--- config.mk ---
export PLATFORM = sky130hd
export DESIGN_NAME = fetch_queue
export DESIGN_NICKNAME = d
export VERILOG_FILES = /design/src/rtl/fetch_pkg.sv /design/src/rtl/fetch_fifo.sv /design/src/rtl/fetch_queue.sv
export SDC_FILE = /design/constraint.sdc
export NUM_CORES = 1
export LEC_CHECK = 0
export ABC_AREA = 1
export CAP_MARGIN = 30
export CORE_ASPECT_RATIO = 1.2
export CORE_MARGIN = 8
export CORE_UTILIZATION = 40
export DETAILED_ROUTE_END_ITERATION = 16
export PLACE_DENSITY = 0.6
export SYNTH_ARGS = -nofsm -noshare
export SYNTH_HDL_FRONTEND = slang
export SYNTH_SLANG_ARGS = --single-unit
--- constraint.sdc ---
create_clock -name clk -period 6.98 [get_ports clk]
set_clock_uncertainty 0.2 [all_clocks]
set_input_delay 2.094 -clock clk [delete_from_list [all_inputs] [get_ports clk]]
set_output_delay 2.094 -clock clk [all_outputs]
set_load 0.005 [all_outputs]
--- src/rtl/fetch_pkg.sv ---
// Shared types and defaults for the instruction prefetch queue (fetch_queue, fetch_fifo).
package fetch_pkg;

  localparam int FQ_DEPTH_DEFAULT = 4;
  localparam int FQ_AW            = 32;
  localparam int FQ_DW            = 32;

  typedef enum logic [1:0] {
    IDLE,
    WAIT,
    DISCARD
  } fetch_state_t;

  typedef struct packed {
    logic [FQ_DW-1:0] instr;
    logic [FQ_AW-1:0] pcplus1;
  } fetch_entry_t;

endpackage

--- src/rtl/fetch_fifo.sv ---
// Small FIFO of fetched {instr, pcplus1} entries with a registered head.
// The head register keeps the last presented entry once the queue drains.
module fetch_fifo #(
  parameter int DEPTH = 4,
  parameter int WIDTH = 64
) (
  input  logic                    clk,
  input  logic                    reset,
  input  logic                    clear,
  input  logic                    push,
  input  logic                    pop,
  input  logic [WIDTH-1:0]        pushData,
  output logic [WIDTH-1:0]        head,
  output logic [$clog2(DEPTH):0]  count,
  output logic                    empty,
  output logic                    full
);

  localparam int PW = $clog2(DEPTH);
  localparam logic [PW:0] CNT_ONE  = (PW+1)'(1);
  localparam logic [PW:0] CNT_FULL = (PW+1)'(DEPTH);

  logic [WIDTH-1:0] mem [DEPTH];
  logic [PW-1:0]    wrPtr, rdPtr, rdPtrNext;
  logic [WIDTH-1:0] headQ, headNext;
  logic             doPush, doPop;

  always_comb begin
    empty     = (count == '0);
    full      = (count == CNT_FULL);
    doPop     = pop && !empty;
    doPush    = push && (!full || doPop);
    rdPtrNext = rdPtr + PW'(1);
    // Next head: the incoming entry if it lands at the head, else the second entry on a pop.
    headNext  = headQ;
    if (doPush && (empty || (doPop && count == CNT_ONE)))
      headNext = pushData;
    else if (doPop && count != CNT_ONE)
      headNext = mem[rdPtrNext];
  end

  always_ff @(posedge clk or posedge reset) begin
    if (reset) begin
      wrPtr <= '0;
      rdPtr <= '0;
      count <= '0;
      headQ <= '0;
    end else if (clear) begin
      wrPtr <= '0;
      rdPtr <= '0;
      count <= '0;
    end else begin
      if (doPush) wrPtr <= wrPtr + PW'(1);
      if (doPop)  rdPtr <= rdPtrNext;
      count <= count + (PW+1)'(doPush) - (PW+1)'(doPop);
      headQ <= headNext;
    end
  end

  always_ff @(posedge clk) begin
    if (doPush && !clear) mem[wrPtr] <= pushData;
  end

  assign head = headQ;

endmodule

--- src/rtl/fetch_queue.sv ---
// Instruction prefetch stage: PC register, single-outstanding imem request FSM, redirect flush.
// Optional FETCHQ_BYPASS_EN forwards an ack straight to decode when the queue is empty.
module fetch_queue
  import fetch_pkg::*;
#(
  parameter int DEPTH = FQ_DEPTH_DEFAULT,
  parameter int AW    = FQ_AW,
  parameter int DW    = FQ_DW
) (
  input  logic          clk,
  input  logic          reset,
  output logic          imem_req,
  output logic [AW-1:0] imem_addr,
  input  logic          imem_ack,
  input  logic [DW-1:0] imem_data,
  input  logic          stallD,
  input  logic          pcsrcD,
  input  logic [AW-1:0] pcbranchD,
  output logic          validD,
  output logic [DW-1:0] instrD,
  output logic [AW-1:0] pcplus1D,
  output logic          emptyF
);

  localparam int CW = $clog2(DEPTH) + 1;
  localparam logic [CW-1:0] CNT_DEPTH = CW'(DEPTH);

  fetch_state_t    state, stateNext;
  logic [AW-1:0]   pc, pcNext, addrQ, addrNext, addrPlus1;
  logic [CW-1:0]   count, countAfter;
  logic [DW+AW-1:0] headEntry;
  logic            fifoEmpty, fifoFull, ackKeep, bypass, push, pop;

  fetch_fifo #(
    .DEPTH (DEPTH),
    .WIDTH (DW + AW)
  ) uFifo (
    .clk      (clk),
    .reset    (reset),
    .clear    (pcsrcD),
    .push     (push),
    .pop      (pop),
    .pushData ({imem_data, addrPlus1}),
    .head     (headEntry),
    .count    (count),
    .empty    (fifoEmpty),
    .full     (fifoFull)
  );

  assign imem_req  = (state != IDLE);
  assign imem_addr = addrQ;
  assign emptyF    = fifoEmpty;

  always_comb begin
    addrPlus1 = addrQ + AW'(1);
    ackKeep   = (state == WAIT) && imem_ack && !pcsrcD;
`ifdef FETCHQ_BYPASS_EN
    bypass    = ackKeep && fifoEmpty;
`else
    bypass    = 1'b0;
`endif
    validD              = !fifoEmpty || bypass;
    {instrD, pcplus1D}  = headEntry;
    if (bypass) begin
      instrD   = imem_data;
      pcplus1D = addrPlus1;
    end
    // Redirect wins: neither the head nor the returning word is consumed that cycle.
    pop        = !fifoEmpty && !stallD && !pcsrcD;
    push       = ackKeep && !(bypass && !stallD);
    countAfter = count + CW'(push) - CW'(pop);
  end

  always_ff @(posedge clk or posedge reset) begin
    if (reset) begin
      state <= IDLE;
      pc    <= '0;
      addrQ <= '0;
    end else begin
      state <= stateNext;
      pc    <= pcNext;
      addrQ <= addrNext;
    end
  end

  always_comb begin
    stateNext = state;
    pcNext    = pc;
    addrNext  = addrQ;
    case (state)
      IDLE: begin
        if (pcsrcD) begin
          pcNext = pcbranchD;
        end else if (!fifoFull) begin
          stateNext = WAIT;
          addrNext  = pc;
        end
      end
      WAIT: begin
        if (pcsrcD) begin
          pcNext    = pcbranchD;
          stateNext = imem_ack ? IDLE : DISCARD;
        end else if (imem_ack) begin
          pcNext = addrPlus1;
          // Back-to-back reissue keeps one fetch per cycle with a zero-wait memory.
          if (countAfter < CNT_DEPTH) addrNext  = addrPlus1;
          else                        stateNext = IDLE;
        end
      end
      DISCARD: begin
        if (pcsrcD)   pcNext    = pcbranchD;
        if (imem_ack) stateNext = IDLE;
      end
      default: stateNext = IDLE;
    endcase
  end

endmodule
==> flow_summary_export.csv, run 1 <==
group,metric,value,unit
sta,fin_ws,2.31,ns
cts,htreeDepth,2,
worst_setup_path,worst-endpoint-required,7.26,ns
sta,tightestPinTransition,0.928,ns
place,hpwl,29600,µm
worst_setup_path,cpPeakStageDelay,0.71,ns
layout,drive_gt1_share,5.47,%
power,p_leak,8.71,nW
power,clkPwrFrac,26.3,%
sta,drv_slew,0,
synthesis,yosys_most_used_dff,"edfxtp_1",
place,place_ws,1.68,ns
layout,area_delta_synth_final,21.5,%
worst_setup_path,critical_path.slowest_cell,"clkdlybuf4s50_1",
cts,root_buffer,"clkbuf_16",
layout,insertedDiodeCount,0,
power,pwr-share-comb,34.9,%
synthesis,netlist_top_cells_count,"nand2_1, edfxtp_1, dfrtp_1",
min_path,holdCritPathClass,"reg -> reg",
power,pwr-share-seq,38.8,%
die,start_util,40.5,%
sta,fin_crit,4.67,ns
cts,post-cts-setup-buffer-count,0,
worst_setup_path,crit_chain,"clkdlybuf4s50_1 -> nor2_2 -> nand2_1 -> nand2_1 -> nand2_2 -> inv_4 -> nand2_4 -> nand2_2 -> inv_2 -> buf_12 -> nand2_1 -> nand2_1",
sta,setup_viol,0,
worst_setup_path,crit_fanout,40,
synthesis,async_flop_share,34.9,%
synthesis,ys_seq_area_share,64.3,%
sta,hold_viol_final,0,
sta,fmax,214,MHz
synthesis,yosys_warnings,0,
min_path,holdPathStages,2,
synthesis,yosysTopAreaCell,"edfxtp_1",
die,dieHeight,244,µm
synthesis,synth_most_common_cell,"nand2_1",
place,gp_congestion,0.915,
cts,clock-sinks,393,
synthesis,yosysTopAreaCellShare,44.5,%
cts,ctsHoldBuffers,0,
die,std_cell_rows,83,
worst_setup_path,rrSetupSlack,3.50,ns
die,dieArea,50100,µm²
sta,maxSlewHeadroom,38.0,%
flow_run,cap_violations,0,
drt,postRouteAntennaNets,0,
drt,route.vias.total,12900,
global_routing,grt_util_all_layers,18.9,%
die,core_area,42700,µm²
min_path,hp-start,"uFifo.head[47]",
global_routing,grt_pass1_wl,74700,µm
drt,routedWlPerCell,18.7,µm
layout,fin_util,49.2,%
power,internal-power,5.63,mW
worst_setup_path,worst_setup_path_end_kind,"flop",
synthesis,ys_types,39,
layout,finish.instance_area,21000,µm²
drt,drt_iter0_drc,705,
worst_setup_path,crit_family,"buffers and inverters",
cts,numCtsBuffers,43,
drt,drc,0,
cts,cts.clk_slew.worst_paths,0.06,ns
synthesis,synthesis.nets,1885,
global_routing,overflow,0,
worst_setup_path,r2r_cells,11,
drt,dr.pass1.iters,5,
sta,rsz0062_at_grt,"false",
worst_setup_path,r2r-start,"state[0]",
power,powerDensity,419,nW/µm²
worst_setup_path,reg2reg_to,"uFifo.head[24]",
synthesis,netlist_area,17300,µm²
power,ir_worst_vdd,0.237,mV
min_path,hold_end,"uFifo.head[47]",
cts,clk_path_buf_depth,3,
power,sw_frac_of_total,35.9,%
global_routing,grt_max_degree,72,
worst_setup_path,path_buf_inv,4,
cts,clk_latency,0.54,ns
power,p_switching,3.16,mW
synthesis,ys_seq_elements,393,
worst_setup_path,startpoint_type,"primary input",
worst_setup_path,worstSetupPathType,"in -> reg",
place,place_area,19600,µm²
die,dieWidth,206,µm
die,boundaryPins,168,
cts,cts_tree,"yes",
place,port_buffers,167,
global_routing,grt_pass1_vias,12800,
cts,cts.repair.resized,0,
status,status,"complete, no violations",
global_routing,grt_antenna_before_repair,0,
drt,wl,47600,µm
layout,finalNetCount,2039,
worst_setup_path,cp.arrival,4.95,ns
drt,vias_per_cell,5.08,
synthesis,syn_avg_cell_area,9.57,µm²
synthesis,synthTopCellsByArea,"edfxtp_1, dfrtp_1, nand2_1",
synthesis,synth_edf_count,256,
worst_setup_path,cpMostUsedCell,"nand2_1",
sta,fin_crit_sh,66.9,%
synthesis,syn_inst,1806,
sta,setup-tns-final,0,ns
==> worst min-delay path, stage by stage (launching register included) <==
cell and delay (ns):
dfrtp_1 0.34, nand2_1 0.05, nand2_1 0.05
==> final cells by class <==
type / count / area (µm²)
multi-input cells: 1237 / 5470
repair buffers: 191 / 1920
flip-flops and latches: 393 / 11100
clock inverters: 17 / 245
fillers: 3959 / 21700
inverters: 94 / 363
well taps: 552 / 691
clock buffers: 62 / 1190
==> stage by stage <==
step | instances | total power [mW] | hold WS [ns]
after floorplan | 1806 | 5.15 | 0.253
final | 2546 | 8.79 | 0.275
after global placement | 2465 | 6.50 | 0.262
after CTS | 2546 | 8.88 | 0.281
after detailed placement | 2467 | 6.55 | 0.265
after global routing | 2546 | 9.35 | 0.297
==> layout by cell type, fill, tap and decap left out, drive strengths merged, types with 5 or more instances in the layout <==
| cell | n |
|---|---|
| nand2 | 789 |
| clkinv | 11 |
| mux2i | 7 |
| clkdlybuf4s50 | 167 |
| nand3 | 67 |
| a21boi | 5 |
| a21oi | 58 |
| a22oi | 14 |
| buf | 24 |
| ha | 9 |
| clkbuf | 62 |
| dfrtp | 137 |
| xnor2 | 5 |
| o31ai | 6 |
| nor2 | 115 |
| edfxtp | 256 |
| o21ai | 120 |
| bufinv | 6 |
| inv | 94 |
| a22o | 21 |
==> power by group through the flow <==
stage          clock (mW)  combinational, mW  sequential [mW]
2_1_floorplan           0               1.80             3.35
3_3_place_gp            0               3.05             3.44
3_5_place_dp            0               3.11             3.44
4_1_cts              2.36               3.12             3.41
5_1_grt              2.44               3.45             3.45
6_report             2.32               3.07             3.41
==> how the worst max path moves through the flow <==
stage,from,endpoint,cells past startpoint
global placement,pcsrcD,uFifo.head[61],11
detailed placement,pcsrcD,uFifo.head[57],11
global route,pcsrcD,uFifo.head[59],12
finish,pcsrcD,uFifo.head[25],12
CTS,pcsrcD,uFifo.head[57],11
floorplan,pcsrcD,uFifo.mem[0][0],6
==> routing by layer <==
layer	global-route usage [%]	vias up	share of wire, %
met2	32.5	365	49
met5	0	-	0
met1	24.7	6269	43
met3	3.03	58	6.1
met4	4.36	0	1.7
li1	-	6240	-
==> logic make-up (layout without fill, tap and decap cells) <==
family	Yosys count	after routing	share of synthesized area, %
buffers and inverters	176	364	4.31
and+or+nand+nor	979	979	22.1
adders and majority gates	10	10	0.768
DFF	393	393	64.3
muxes	7	7	0.406
xor gates and xnor gates	8	8	0.406
AOI/OAI and AO/OA	233	233	7.71
==> flip-flops by register name, summed over array words and instances (netlist names) <==
register	cells
pc	32
state	2
uFifo.head	64
uFifo.rdPtr	2
imem_addr	32
uFifo.wrPtr	2
uFifo.count	3
uFifo.mem	256
No activity file was read; power rests on OpenSTA's default activity.
==> run 2: changes to the inputs <==
==> constraint.sdc (replaced) <==
create_clock -name clk -period 4.55 [get_ports clk]
set_clock_uncertainty 0.2 [all_clocks]
set_input_delay 1.365 -clock clk [delete_from_list [all_inputs] [get_ports clk]]
set_output_delay 1.365 -clock clk [all_outputs]
set_load 0.005 [all_outputs]
==> run 2 against run 1 <==
  * Design area is 0.29% lower
  * Sequential power grew 54%
  * Register-to-register slack worse by 2.0 ns
  * Via count up 0.15%
  * Largest cell class unchanged
  * Sequential share of layout area grew 0.16 points
  * Combinational power is 53% higher
  * Highest routed layer unchanged
  * Global-route usage fell by 0.16 points
  * Utilization is 0.14 points lower
  * Sequential cell count is the same
  * Worst hold slack got worse by 0.00063 ns
  * Wire length decreased by 1.4%
  * Critical endpoint is now uFifo.head[21]
  * Final cell count about the same
==> flow_summary_export.csv, run 2 (same netlist as run 1, synthesis figures left out) <==
group,metric,value,unit
layout,finalNetCount,2042,
place,place_ws,0.486,ns
worst_setup_path,crit_chain,"clkdlybuf4s50_1 -> buf_4 -> inv_2 -> nand2_1 -> nor2_2 -> nand2_2 -> inv_4 -> nand2_4 -> nand2_2 -> inv_2 -> buf_4 -> nand2_1 -> nand2_1",
power,ir_worst_vdd,0.292,mV
place,gp_congestion,0.926,
worst_setup_path,critical_path.slowest_cell,"clkdlybuf4s50_1",
layout,area_delta_synth_final,21.1,%
place,place_area,19700,µm²
worst_setup_path,startpoint_type,"primary input",
die,dieWidth,206,µm
worst_setup_path,worstSetupPathType,"in -> reg",
drt,wl,47000,µm
cts,clk_latency,0.53,ns
sta,hold_viol_final,0,
cts,clk_path_buf_depth,3,
die,start_util,40.5,%
place,hpwl,29600,µm
sta,tightestPinTransition,0.980,ns
cts,clock-sinks,393,
power,finalPower,13.1,mW
global_routing,grt_max_degree,72,
global_routing,grt_antenna_before_repair,0,
layout,finalNonFillerCells,2547,
place,port_buffers,167,
cts,ctsHoldBuffers,0,
worst_setup_path,cpMostUsedCell,"nand2_1",
die,core_area,42700,µm²
die,boundaryPins,168,
sta,setup-tns-final,0,ns
sta,fin_crit,3.47,ns
die,dieHeight,244,µm
worst_setup_path,crit_fanout,30,
worst_setup_path,worst_setup_path_end_kind,"flop",
sta,fmax,288,MHz
drt,drt_iter0_drc,836,
flow_run,cap_violations,0,
cts,cts.repair.resized,0,
global_routing,grt_pass1_vias,13000,
layout,top_register,"uFifo.mem",
drt,dr.pass1.iters,5,
drt,wl_met1,20000,µm
layout,regArea,11100,µm²
layout,multi_input_area,5460,µm²
min_path,holdCritPathClass,"reg -> reg",
layout,finish.instance_area,20900,µm²
die,std_cell_rows,83,
worst_setup_path,rrSetupSlack,1.53,ns
cts,numCtsBuffers,41,
cts,post-cts-setup-buffer-count,0,
drt,routedWlPerCell,18.4,µm
global_routing,overflow,0,
die,dieArea,50100,µm²
drt,wl_met2,23000,µm
layout,layout_common_cells,"nand2_1, edfxtp_1, clkdlybuf4s50_1",
worst_setup_path,cpPeakStageDelay,0.49,ns
sta,fin_ws,1.08,ns
sta,maxSlewHeadroom,34.3,%
layout,drive_gt1_share,5.56,%
cts,cts_tree,"yes",
cts,root_buffer,"clkbuf_16",
sta,drv_slew,0,
cts,htreeDepth,2,
drt,drc,0,
layout,final_common_cell,"nand2_1",
layout,insertedDiodeCount,0,
global_routing,grt_pass1_wl,74200,µm
drt,postRouteAntennaNets,0,
drt,route.vias.total,13000,
sta,fin_crit_sh,76.3,%
drt,vias_per_cell,5.09,
sta,setup_viol,0,
worst_setup_path,worst-endpoint-required,4.80,ns
drt,wl_met3,2820,µm
cts,cts.clk_slew.worst_paths,0.06,ns
global_routing,grt_util_all_layers,18.7,%
sta,rsz0062_at_grt,"false",
power,p_leak,8.67,nW
drt,top_layer,"met4",
layout,fill_cells,3948,
place,dp.cells,2472,
status,status,"complete, no violations",
layout,fin_util,49.0,%
sta,worst_hold_slack,0.274,ns
worst_setup_path,cp.arrival,3.73,ns
power,powerDensity,628,nW/µm²
layout,largest_register_ffs,256,
run 2: report_power, final:
part	switching, mW	internal [mW]
clock	1.35	1.83
combinational	2.84	1.87
sequential	0.595	4.66
total	4.78	8.36
run 2: layout make-up:
class	count	share of cell area [%]
Sequential cell	393	53.1
Multi-Input combinational cell	1237	26.1
Timing Repair Buffer	196	9.72
Clock buffer	49	5.05
Tap cell	552	3.30
Inverter	94	1.73
Clock inverter	26	0.981
run 2: worst paths after layout:
kind,cells after the start,end,start
max,13,uFifo.head[21],pcsrcD
min,2,uFifo.head[45],uFifo.head[45]
max reg2reg,8,uFifo.head[9],uFifo.rdPtr[1]
min reg2reg,2,uFifo.head[45],uFifo.head[45]
max in group asynchronous,3,uFifo.head[22],reset
min in group asynchronous,2,imem_addr[17],reset
run 2: worst max-delay path, delay by kind of cell:
family,cells,cell delay [ns]
simple gates,7,0.74
buf+inv,6,1.60
run 2: per-layer routing:
| layer | track usage (%) | vias to the layer above |
|---|---|---|
| li1 | - | 6262 |
| met1 | 24.1 | 6241 |
| met2 | 31.9 | 377 |
| met3 | 3.08 | 72 |
| met4 | 5.62 | 0 |
| met5 | 0 | - |
==> run 3: changes to the inputs <==
==> constraint.sdc (replaced) <==
create_clock -name clk -period 3.6 [get_ports clk]
set_clock_uncertainty 0.2 [all_clocks]
set_input_delay 1.08 -clock clk [delete_from_list [all_inputs] [get_ports clk]]
set_output_delay 1.08 -clock clk [all_outputs]
set_load 0.005 [all_outputs]
==> run 3 against run 2 <==
  * Via count grew 0.18%
  * Largest power group unchanged
  * Critical path type unchanged
  * Critical endpoint is now imem_addr[19]
  * Sequential share of layout area fell by 0.62 points
  * Die area did not move
==> flow_summary_export.csv, run 3 (same netlist as run 1, synthesis figures left out) <==
group,metric,value,unit
cts,numCtsBuffers,42,
die,boundaryPins,168,
die,dieArea,50100,µm²
sta,fmax,330,MHz
sta,hold_viol_final,0,
power,p_switching,6.06,mW
min_path,hp-start,"uFifo.head[47]",
worst_setup_path,worst_setup_path_end_kind,"flop",
sta,tightestPinTransition,0.802,ns
layout,area_delta_synth_final,22.5,%
layout,layout_common_cells,"nand2_1, edfxtp_1, clkdlybuf4s50_1",
die,dieHeight,244,µm
flow_run,cap_violations,0,
cts,cts.clk_slew.worst_paths,0.06,ns
sta,drv_slew,0,
min_path,hold_end,"uFifo.head[47]",
die,start_util,40.5,%
cts,clk_latency,0.54,ns
drt,dr.pass1.iters,4,
sta,worst_hold_slack,0.275,ns
power,internal-power,10.8,mW
drt,wl,46700,µm
power,clkPwrFrac,25.2,%
drt,drc,0,
global_routing,grt_max_degree,72,
drt,drt_iter0_drc,809,
worst_setup_path,worstSetupPathType,"in -> reg",
die,core_area,42700,µm²
power,sw_frac_of_total,35.9,%
worst_setup_path,startpoint_type,"primary input",
global_routing,grt_pass1_vias,13000,
worst_setup_path,crit_family,"simple AND/OR/NAND/NOR gates",
worst_setup_path,reg2reg_to,"uFifo.head[20]",
drt,route.vias.total,13000,
cts,root_buffer,"clkbuf_16",
worst_setup_path,crit_fanout,28,
power,p_leak,8.79,nW
power,powerDensity,798,nW/µm²
global_routing,overflow,0,
worst_setup_path,cpPeakStageDelay,0.43,ns
cts,htreeDepth,2,
cts,ctsHoldBuffers,0,
power,pwr-share-seq,39.1,%
place,gp_congestion,0.917,
cts,clock-sinks,393,
layout,finalNetCount,2059,
drt,routedWlPerCell,18.2,µm
cts,cts_tree,"yes",
drt,vias_per_cell,5.06,
worst_setup_path,crit_chain,"clkdlybuf4s50_1 -> nor2_2 -> nand2_1 -> inv_1 -> ha_1 -> inv_1 -> ha_1 -> inv_1 -> nor2_1 -> nand3_1 -> nand2_1 -> nand2_1 -> nand3_1 -> nand2_2 -> inv_4 -> nand2_1 -> nand2_1",
drt,postRouteAntennaNets,0,
place,hpwl,30400,µm
worst_setup_path,r2r_cells,10,
cts,cts.repair.resized,0,
global_routing,grt_pass1_wl,73400,µm
worst_setup_path,critical_path.slowest_cell,"clkdlybuf4s50_1",
sta,fin_crit,3.03,ns
worst_setup_path,r2r-start,"imem_addr[0]",
layout,largest_register_ffs,256,
layout,drive_gt1_share,6.36,%
worst_setup_path,worst-endpoint-required,3.88,ns
power,pwr-share-comb,35.7,%
cts,clk_path_buf_depth,3,
sta,rsz0062_at_grt,"false",
sta,setup_viol,0,
power,ir_worst_vdd,0.354,mV
sta,fin_crit_sh,84.1,%
status,status,"complete, no violations",
die,std_cell_rows,83,
layout,insertedDiodeCount,0,
place,port_buffers,167,
cts,post-cts-setup-buffer-count,0,
worst_setup_path,rrSetupSlack,0.73,ns
min_path,holdPathStages,2,
worst_setup_path,cp.arrival,3.31,ns
layout,top_register,"uFifo.mem",
worst_setup_path,path_buf_inv,5,
min_path,holdCritPathClass,"reg -> reg",
layout,final_common_cell,"nand2_1",
power,finalPower,16.9,mW
sta,setup-tns-final,0,ns
die,dieWidth,206,µm
worst_setup_path,cpMostUsedCell,"nand2_1",
global_routing,grt_antenna_before_repair,0,
sta,maxSlewHeadroom,46.1,%
global_routing,grt_util_all_layers,18.6,%
[run 3: cell count changes in the layout (fill, tap and decap cells not counted), moves of 2 or more]
cell	before	now
clkbuf_1	8	16
clkbuf_16	41	45
clkinv_2	8	4
inv_6	2	0
clkinvlp_4	2	5
buf_12	10	14
buf_4	18	31
clkinv_1	12	6
[run 3: routing by layer]
metal	GRT usage (%)	up-vias	routed length, µm
met4	6.27	0	1300
met1	23.7	6225	20100
met3	3.13	86	2720
met5	0	-	0
li1	-	6291	-
met2	31.4	373	22600
[run 3: per-stage QoR]
stage | worst slack [ns] | instances | util, % | cell area [µm²]
after floorplan | -0.406 | 1806 | - | 17300
after global placement | 0.129 | 2488 | 46.4 | 19800
after detailed placement | 0.0522 | 2488 | 46.4 | 19800
after CTS | 0.536 | 2566 | 49.6 | 21200
after global routing | 0.348 | 2566 | 49.6 | 21200
final | 0.572 | 2566 | 49.6 | 21200
[run 3: worst max-delay path by stage]
stage | cells past startpoint | endpoint | startpoint
floorplan | 6 | uFifo.mem[0][0] | pcsrcD
global placement | 17 | imem_addr[29] | pcsrcD
detailed placement | 17 | imem_addr[19] | pcsrcD
CTS | 4 | emptyF | uFifo.count[2]
global route | 17 | imem_addr[25] | pcsrcD
finish | 17 | imem_addr[19] | pcsrcD
[run 3: power by group through the flow]
stage	logic [mW]	clock network [mW]	registers (mW)
6_report	6.04	4.26	6.61
5_1_grt	6.82	4.52	6.70
4_1_cts	6.15	4.35	6.61
3_5_place_dp	6.11	0	6.69
3_3_place_gp	6.02	0	6.68
2_1_floorplan	3.48	0	6.50
[run 3: worst register-to-register path: stages (launching register included)]
cell and delay [ns]:
dfrtp_1 0.52, ha_1 0.27, nand2_1 0.07, nor2_1 0.18, nand2_1 0.22, nor2_1 0.35
nand3_1 0.16, nand2_1 0.10, inv_1 0.10, o21ai_0 0.47, nand2_1 0.09
[run 3: area by class of cell]
cell class | count | area, µm²
inverters | 94 | 362
well taps | 552 | 691
repair buffers | 212 | 2180
clock inverters | 16 | 159
flip-flops and latches | 393 | 11100
fillers | 3885 | 21500
multi-input cells | 1237 | 5460
clock buffers | 62 | 1200
